--- src/rtl/fb_write_ctrlmod_pkg.sv ---
// Shared frame-buffer definitions: geometry defaults, pixel width and the
// writer FSM encoding. The display read side imports the same package so the
// image geometry cannot diverge between writer and reader.
package fb_write_ctrlmod_pkg;

  localparam int XSIZE_DEF = 128;   // image width in pixels (2**XBITS_DEF)
  localparam int XBITS_DEF = 7;     // log2 of the image width
  localparam int YSIZE_DEF = 96;    // image height in pixels
  localparam int AW_DEF    = 14;    // RAM address width
  localparam int RGB565_W  = 16;    // pixel width in bits

  typedef enum logic [2:0] {
    ST_IDLE  = 3'd0,
    ST_HI    = 3'd1,
    ST_LO    = 3'd2,
    ST_WRITE = 3'd3,
    ST_DONE  = 3'd4
  } fb_state_e;

  // Pixel assembly: the first byte received is the upper half of RGB565.
  function automatic logic [RGB565_W-1:0] rgb565_pack(input logic [7:0] hi,
                                                     input logic [7:0] lo);
    return {hi, lo};
  endfunction

endpackage

--- src/rtl/fb_write_ctrlmod_if.sv ---
// Byte-in / RAM-write bus of the frame-buffer writer. The controller is the
// master (it drives RAM port A); the byte source and RAM sit on the slave side.
interface fb_write_ctrlmod_if #(
  parameter int AW = fb_write_ctrlmod_pkg::AW_DEF
);
  import fb_write_ctrlmod_pkg::*;

  logic                iStart;
  logic                iAbort;
  logic [7:0]          iByte;
  logic                iByteValid;
  logic                oWrEn;
  logic [AW-1:0]       oWrAddr;
  logic [RGB565_W-1:0] oWrData;
  logic                oBusy;
  logic                oDone;

  modport master (
    input  iStart, iAbort, iByte, iByteValid,
    output oWrEn, oWrAddr, oWrData, oBusy, oDone
  );

  modport slave (
    output iStart, iAbort, iByte, iByteValid,
    input  oWrEn, oWrAddr, oWrData, oBusy, oDone
  );

endinterface

--- src/rtl/fb_write_ctrlmod_xy_counter.sv ---
// Pixel position tracker: row-major x/y counter with wrap, last-pixel flag
// and the RAM address derived from the current position.
module fb_xy_counter
  import fb_write_ctrlmod_pkg::*;
#(
  parameter int XSIZE = XSIZE_DEF,
  parameter int XBITS = XBITS_DEF,
  parameter int YSIZE = YSIZE_DEF,
  parameter int AW    = AW_DEF
) (
  input  logic          CLOCK,
  input  logic          RESET,
  input  logic          clr_i,
  input  logic          inc_i,
  output logic [AW-1:0] addr_o,
  output logic          last_o
);

  localparam int YBITS = (YSIZE > 1) ? $clog2(YSIZE) : 1;

  logic [XBITS-1:0] x_q, x_d;
  logic [YBITS-1:0] y_q, y_d;
  logic             x_end_s, y_end_s;

  // Next position: clear on frame start, advance one pixel per write.
  always_comb begin
    x_end_s = (x_q == XBITS'(XSIZE - 1));
    y_end_s = (y_q == YBITS'(YSIZE - 1));
    x_d     = x_q;
    y_d     = y_q;
    if (clr_i) begin
      x_d = '0;
      y_d = '0;
    end else if (inc_i) begin
      if (x_end_s) begin
        x_d = '0;
        // After the final pixel y returns to 0 so the address stays in range.
        if (y_end_s) begin
          y_d = '0;
        end else begin
          y_d = y_q + YBITS'(1);
        end
      end else begin
        x_d = x_q + XBITS'(1);
      end
    end else begin
      x_d = x_q;
      y_d = y_q;
    end
  end

  // Position registers.
  always_ff @(posedge CLOCK or negedge RESET) begin
    if (!RESET) begin
      x_q <= '0;
      y_q <= '0;
    end else begin
      x_q <= x_d;
      y_q <= y_d;
    end
  end

  // {y, x} equals (y << XBITS) + x because x never reaches 2**XBITS.
  assign addr_o = AW'({y_q, x_q});
  assign last_o = x_end_s & y_end_s;

endmodule

--- src/rtl/fb_write_ctrlmod.sv ---
// Frame-buffer writer: assembles byte pairs into RGB565 pixels and writes one
// full image into RAM port A, row-major, per start pulse.
module fb_write_ctrlmod
  import fb_write_ctrlmod_pkg::*;
#(
  parameter int XSIZE = XSIZE_DEF,
  parameter int XBITS = XBITS_DEF,
  parameter int YSIZE = YSIZE_DEF,
  parameter int AW    = AW_DEF
) (
  input  logic                CLOCK,
  input  logic                RESET,
  fb_write_ctrlmod_if.master  bus
);

  fb_state_e           state_q, state_d;
  logic [7:0]          hi_q, hi_d;
  logic                wr_en_q, wr_en_d;
  logic [AW-1:0]       wr_addr_q, wr_addr_d;
  logic [RGB565_W-1:0] wr_data_q, wr_data_d;
  logic                busy_q, busy_d;
  logic                done_q, done_d;
  logic                cnt_clr_s, cnt_inc_s;
  logic [AW-1:0]       cnt_addr_s;
  logic                cnt_last_s;

  fb_xy_counter #(
    .XSIZE (XSIZE),
    .XBITS (XBITS),
    .YSIZE (YSIZE),
    .AW    (AW)
  ) u_xy (
    .CLOCK  (CLOCK),
    .RESET  (RESET),
    .clr_i  (cnt_clr_s),
    .inc_i  (cnt_inc_s),
    .addr_o (cnt_addr_s),
    .last_o (cnt_last_s)
  );

  // Next-state, byte latch and write capture; abort wins over everything.
  always_comb begin
    state_d   = state_q;
    hi_d      = hi_q;
    wr_addr_d = wr_addr_q;
    wr_data_d = wr_data_q;
    cnt_clr_s = 1'b0;
    cnt_inc_s = 1'b0;
    case (state_q)
      ST_IDLE: begin
        if (bus.iStart) begin
          state_d   = ST_HI;
          hi_d      = 8'h00;
          cnt_clr_s = 1'b1;
        end else begin
          state_d = ST_IDLE;
        end
      end
      ST_HI: begin
        if (bus.iAbort) begin
          state_d = ST_IDLE;
          hi_d    = 8'h00;
        end else if (bus.iByteValid) begin
          state_d = ST_LO;
          hi_d    = bus.iByte;
        end else begin
          state_d = ST_HI;
        end
      end
      ST_LO: begin
        if (bus.iAbort) begin
          // The pending high byte is dropped with the partial pixel.
          state_d = ST_IDLE;
          hi_d    = 8'h00;
        end else if (bus.iByteValid) begin
          state_d   = ST_WRITE;
          wr_addr_d = cnt_addr_s;
          wr_data_d = rgb565_pack(hi_q, bus.iByte);
        end else begin
          state_d = ST_LO;
        end
      end
      ST_WRITE: begin
        if (bus.iAbort) begin
          state_d = ST_IDLE;
          hi_d    = 8'h00;
        end else begin
          // The counter still points at the pixel being written this cycle.
          cnt_inc_s = 1'b1;
          if (cnt_last_s) begin
            state_d = ST_DONE;
          end else if (bus.iByteValid) begin
            // Back-to-back stream: this strobe is the next pixel's high byte.
            state_d = ST_LO;
            hi_d    = bus.iByte;
          end else begin
            state_d = ST_HI;
          end
        end
      end
      ST_DONE: begin
        state_d = ST_IDLE;
      end
      default: begin
        state_d = ST_IDLE;
        hi_d    = 8'h00;
      end
    endcase
    wr_en_d = (state_d == ST_WRITE);
    busy_d  = (state_d == ST_HI) || (state_d == ST_LO) || (state_d == ST_WRITE);
    done_d  = (state_d == ST_DONE);
  end

  // State and registered output stage.
  always_ff @(posedge CLOCK or negedge RESET) begin
    if (!RESET) begin
      state_q   <= ST_IDLE;
      hi_q      <= 8'h00;
      wr_en_q   <= 1'b0;
      wr_addr_q <= '0;
      wr_data_q <= '0;
      busy_q    <= 1'b0;
      done_q    <= 1'b0;
    end else begin
      state_q   <= state_d;
      hi_q      <= hi_d;
      wr_en_q   <= wr_en_d;
      wr_addr_q <= wr_addr_d;
      wr_data_q <= wr_data_d;
      busy_q    <= busy_d;
      done_q    <= done_d;
    end
  end

  assign bus.oWrEn   = wr_en_q;
  assign bus.oWrAddr = wr_addr_q;
  assign bus.oWrData = wr_data_q;
  assign bus.oBusy   = busy_q;
  assign bus.oDone   = done_q;

endmodule

--- src/flat_wrapper.sv ---
// flat-port wrapper written by rule: the top's interface ports become plain ports
module fb_write_ctrlmod_flat import fb_write_ctrlmod_pkg::*;
#(
  parameter int XSIZE = XSIZE_DEF,
  parameter int XBITS = XBITS_DEF,
  parameter int YSIZE = YSIZE_DEF,
  parameter int AW    = AW_DEF
)
  (CLOCK, RESET, bus_iStart, bus_iAbort, bus_iByte, bus_iByteValid, bus_oWrEn, bus_oWrAddr, bus_oWrData, bus_oBusy, bus_oDone);
  fb_write_ctrlmod_if #(.AW(AW)) bus_i ();
  input  logic CLOCK;
  input  logic RESET;
  input wire logic [$bits(bus_i.iStart)-1:0] bus_iStart;
  input wire logic [$bits(bus_i.iAbort)-1:0] bus_iAbort;
  input wire logic [$bits(bus_i.iByte)-1:0] bus_iByte;
  input wire logic [$bits(bus_i.iByteValid)-1:0] bus_iByteValid;
  output wire logic [$bits(bus_i.oWrEn)-1:0] bus_oWrEn;
  output wire logic [$bits(bus_i.oWrAddr)-1:0] bus_oWrAddr;
  output wire logic [$bits(bus_i.oWrData)-1:0] bus_oWrData;
  output wire logic [$bits(bus_i.oBusy)-1:0] bus_oBusy;
  output wire logic [$bits(bus_i.oDone)-1:0] bus_oDone;
  assign bus_i.iStart = bus_iStart;
  assign bus_i.iAbort = bus_iAbort;
  assign bus_i.iByte = bus_iByte;
  assign bus_i.iByteValid = bus_iByteValid;
  assign bus_oWrEn = bus_i.oWrEn;
  assign bus_oWrAddr = bus_i.oWrAddr;
  assign bus_oWrData = bus_i.oWrData;
  assign bus_oBusy = bus_i.oBusy;
  assign bus_oDone = bus_i.oDone;
  fb_write_ctrlmod #(.XSIZE(XSIZE), .XBITS(XBITS), .YSIZE(YSIZE), .AW(AW)) u_core (.CLOCK(CLOCK), .RESET(RESET), .bus(bus_i));
endmodule
--- config.mk ---
export PLATFORM = sky130hd
export DESIGN_NAME = fb_write_ctrlmod_flat
export DESIGN_NICKNAME = d
export VERILOG_FILES = /design/src/rtl/fb_write_ctrlmod_pkg.sv /design/src/rtl/fb_write_ctrlmod_if.sv /design/src/rtl/fb_write_ctrlmod_xy_counter.sv /design/src/rtl/fb_write_ctrlmod.sv /design/src/flat_wrapper.sv
export SDC_FILE = /design/constraint.sdc
export NUM_CORES = 1
export LEC_CHECK = 0
export ABC_AREA = 1
export CAP_MARGIN = 20
export CELL_PAD_IN_SITES_DETAIL_PLACEMENT = 1
export CELL_PAD_IN_SITES_GLOBAL_PLACEMENT = 1
export CORE_MARGIN = 5
export CORE_UTILIZATION = 42
export DETAILED_ROUTE_END_ITERATION = 7
export HOLD_SLACK_MARGIN = 0.15
export PLACE_DENSITY = 0.89
export SLEW_MARGIN = 30
export SYNTH_ARGS = -nofsm -noshare
export SYNTH_HDL_FRONTEND = slang
export SYNTH_SLANG_ARGS = --single-unit
--- constraint.sdc ---
create_clock -name CLOCK -period 3.5 [get_ports CLOCK]
set_clock_uncertainty 0.05 [all_clocks]
set_input_delay 0.7 -clock CLOCK [delete_from_list [all_inputs] [get_ports CLOCK]]
set_output_delay 0.7 -clock CLOCK [all_outputs]
set_load 0.05 [all_outputs]
==> summary.md <==
| Metric | Value |
|---|---|
| Status | `finished, final reports clean` |
| Number of CTS-inserted buffers | `9` |
| Count of buffer and inverter cells on the critical path | `1` |
| Port bufs | `45` |
| Critical Path, Cell by Cell | `clkdlybuf4s50_1` |
| Commonest cells in the synthesized netlist | `93 x sky130_fd_sc_hd__nand2_1, 58 x sky130_fd_sc_hd__dfrtp_1, 32 x sky130_fd_sc_hd__inv_1` |
| Worst endpoint data arrival time | `1.56 ns` |
| Lkg Pwr | `1.65 nW` |
| Rows | `28` |
| Via density | `5.04` |
| Leading area contributor after synthesis | `sky130_fd_sc_hd__dfrtp_1` |
| Worst supply voltage drop on vdd | `0.364 mV` |
| Source-to-sink clock delay at the later pin of the worst-skew pair | `0.33 ns` |
| Setup repair after global routing missed its margin | `false` |
| Sw frac | `0.400` |
| # Post-CTS Setup Buffers | `0` |
| Via count of the routed design | `2163` |
| Data required time of the worst path | `2.75 ns` |
| DPL Wire Length | `5.00 mm` |
| Crit path depth | `1` |
| Distinct cell type count of the synthesized netlist | `27` |
| First-pass GRT wire length | `11.7 mm` |
| Number of synthesized flops with an enable pin | `0` |
| Number of buffers between clock root and the deepest sink | `2` |
| GPL Wtd Cong | `0.799` |
| Overall global routing resource usage | `0.196` |
| FF-to-FF path depth | `5` |
| Final std cell area, no fill | `3270 um2` |
| Post-detailed-placement cell area | `3100 um2` |
| Cell area after synthesis | `2600 um2` |
| Area occupied by multi-input gates | `948 um2` |
| Combinational share of power | `0.346` |
| Number of levels the H-tree was split into | `3` |
| Post-CTS Hold Fix Bufs | `0` |
| Core ar. | `5960 um2` |
| Cell class contributing the biggest share of worst-path delay | `buffers and inverters` |
| Area growth from synthesis to final layout | `25.8%` |
| Crit path max fanout | `2` |
| Clock group share of total power | `0.248` |
| Number of iterations in the first detailed-routing pass | `4` |
| Slew @ Worst Pin | `0.586 ns` |
| Dominant cell by count in the synthesized netlist | `sky130_fd_sc_hd__nand2_1` |
| Final setup violation count | `0` |
| Clock tree sinks | `58` |
| Post-layout total power | `2.21 mW` |
| Worst min-delay path category | `in2async` |
| Total nets after synthesis | `314` |
| Total of flip-flops plus latches after synthesis | `58` |
| Core utilization of the finished layout | `0.549` |
| Count of boundary I/O pins | `46` |
| Largest cells by area after synthesis | `sky130_fd_sc_hd__dfrtp_1 56%, sky130_fd_sc_hd__nand2_1 13%, sky130_fd_sc_hd__inv_1 4.6%, sky130_fd_sc_hd__nand3_1 4.4%, sky130_fd_sc_hd__o21ai_0 3.7%` |
| Part of the Yosys area used for sequential elements | `0.558` |
| Biggest cell delay along the critical path | `0.82 ns` |
| Worst setup path class | `reg2out` |
| Slowest CP cell | `sky130_fd_sc_hd__clkdlybuf4s50_1` |
| Starting density of the core | `0.437` |
| Post-CTS sizing | `0` |
| Synth top area share | `0.558` |
| Internal power | `1.33 mW` |
| Post-DR wirelength/cell | `16.2 um` |
| Diode insertion count for antenna repair | `0` |
| Grt total ovfl | `0` |
| Initial DRC count | `99` |
| Total count of max-transition violations in the final report | `0` |
| Antenna violations before repair | `0` |
| Seq. cell area | `1450 um2` |
| Final Hold Violating Endpoints | `0` |
| Final ANT Viol Nets | `0` |
| Cell area power density | `677 nW/um2` |
| Max transition margin | `0.608` |
| TNS Setup | `0 ns` |
| Worst setup path startpoint | `u_core.bus.oWrAddr[8]` |
| Mean Syn Cell Area | `8.70 um2` |
| Clk pin slew, worst setup/hold paths | `0.07 ns` |
| Final critical-path required period | `2.31 ns` |
| Die Y | `88.7 um` |
| Crit path launch type | `flop` |
| Fraction of synthesis flops using an asynchronous set or reset pin | `1.00` |
| Top_reg_cell synth | `sky130_fd_sc_hd__dfrtp_1` |
| Number of global-route vias before repair | `2357` |
| Fraction of power consumed by sequential logic | `0.406` |
| Category of the worst setup path capture point | `output port` |
| Share of cells above drive strength 1 | `0.110` |
| TritonCTS clock tree | `yes` |
| Part of the cycle the worst path needs | `0.661` |
| Largest net degree at the start of global routing | `36` |
| Worst r2r src | `u_core.state_q[2]` |
| Die ar. | `7860 um2` |
| Max-cap violations | `0` |
| Max frequency | `432 MHz` |
| Reported net switching power | `884 uW` |
| Final routed DRC violation total | `0` |
| Root buffer cell | `sky130_fd_sc_hd__clkbuf_8` |
| Layout net count | `365` |
| Yosys warnings | `0` |
| Die X-Extent | `88.7 um` |
| FILL cells | `720` |
| Routed WL | `6.93 mm` |
| Number of cells produced by synthesis | `299` |
## worst reg2reg max path: stages, from the launching register on
cell	delay (ns)
sky130_fd_sc_hd__dfrtp_1	0.40
sky130_fd_sc_hd__nor2_2	0.18
sky130_fd_sc_hd__nand3_1	0.45
sky130_fd_sc_hd__inv_1	0.53
sky130_fd_sc_hd__nand2_1	0.13
sky130_fd_sc_hd__nand2_1	0.09
## placed cells by master (no fill, tap or decap)
| cell | n |
|---|---|
| sky130_fd_sc_hd__clkbuf_1 | 1 |
| sky130_fd_sc_hd__nand3_1 | 23 |
| sky130_fd_sc_hd__o21ai_1 | 6 |
| sky130_fd_sc_hd__nor2_2 | 5 |
| sky130_fd_sc_hd__clkinv_2 | 3 |
| sky130_fd_sc_hd__nor2_4 | 1 |
| sky130_fd_sc_hd__nor3_1 | 4 |
| sky130_fd_sc_hd__nor3_4 | 1 |
| sky130_fd_sc_hd__a21oi_2 | 1 |
| sky130_fd_sc_hd__nand3_2 | 1 |
| sky130_fd_sc_hd__ha_1 | 2 |
| sky130_fd_sc_hd__clkbuf_8 | 11 |
| sky130_fd_sc_hd__buf_4 | 4 |
| sky130_fd_sc_hd__nand2_4 | 4 |
| sky130_fd_sc_hd__clkdlybuf4s50_1 | 44 |
| sky130_fd_sc_hd__nand2_1 | 93 |
| sky130_fd_sc_hd__inv_2 | 2 |
| sky130_fd_sc_hd__nand4_1 | 5 |
| sky130_fd_sc_hd__o22ai_1 | 1 |
| sky130_fd_sc_hd__dfrtp_1 | 58 |
| sky130_fd_sc_hd__xor2_1 | 2 |
| sky130_fd_sc_hd__nand2_2 | 5 |
| sky130_fd_sc_hd__clkinv_1 | 1 |
| sky130_fd_sc_hd__inv_1 | 32 |
| sky130_fd_sc_hd__o21ai_0 | 19 |
| sky130_fd_sc_hd__buf_2 | 1 |
| sky130_fd_sc_hd__mux2i_1 | 1 |
| sky130_fd_sc_hd__a21oi_1 | 7 |
| sky130_fd_sc_hd__nor2_1 | 16 |
## sequential cells by signal (all words and copies together) (netlist names)
register            flops
u_core.bus.oWrAddr     14
u_core.u_xy.x_q         7
u_core.hi_q             8
u_core.state_q          3
u_core.u_xy.y_q         7
u_core.bus.oWrEn        1
u_core.bus.oDone        1
u_core.bus.oWrData     16
u_core.bus.oBusy        1
## metal layers
| metal | up-vias | part of all wire | global-route usage |
|---|---|---|---|
| li1 | 1046 | - | - |
| met1 | 1073 | 0.43 | 0.233 |
| met2 | 36 | 0.52 | 0.352 |
| met3 | 8 | 0.034 | 0.0428 |
| met4 | 0 | 0.014 | 0.0604 |
| met5 | - | 0 | 0 |
## cell families after synthesis
| logic type | count (synthesis) | synth area share |
|---|---|---|
| adders and majority gates | 2 | 0.00962 |
| buffers and inverters | 44 | 0.0770 |
| DFF | 58 | 0.558 |
| and+or+nand+nor | 158 | 0.277 |
| xor gates and xnor gates | 2 | 0.00674 |
| muxes | 1 | 0.00385 |
| AOI/OAI and AO/OA | 34 | 0.0674 |
## layout make-up
cell class,count,share of cell area
sequential,58,0.444
tap,75,0.0287
clock inverter,3,0.00459
timing repair buffer,49,0.145
inverter,35,0.0402
clock buffer,12,0.0474
multi-input combinational,197,0.290
## power groups by stage
stage | Combinational (mW) | Clock, mW | Sequential, mW
after global placement | 0.743 | 0 | 0.898
final | 0.767 | 0.549 | 0.898
after global routing | 0.821 | 0.593 | 0.915
after floorplan | 0.209 | 0 | 1.18
after CTS | 0.777 | 0.555 | 0.899
after detailed placement | 0.772 | 0 | 0.906
## per-stage QoR
step | hold WS, ns | std cells | worst slack, ns
floorplan | 0.354 | 299 | 1.85
global placement | 0.400 | 414 | 0.971
detailed placement | 0.415 | 414 | 0.829
CTS | 0.308 | 429 | 1.17
global route | 0.331 | 429 | 1.02
finish | 0.296 | 429 | 1.19
## worst paths after layout
| path | end | slack, ns |
|---|---|---|
| min in group CLOCK | u_core.bus.oWrData[14] | 0.43 |
| hold reg to reg | u_core.bus.oWrData[14] | 0.43 |
| hold / removal | u_core.bus.oWrAddr[7] | 0.30 |
| setup / recovery | bus_oWrAddr[8] | 1.19 |
| max in group asynchronous | u_core.bus.oWrAddr[10] | 2.24 |
| setup reg to reg | u_core.bus.oWrData[8] | 1.60 |
No activity file was read; power rests on OpenSTA's default activity.
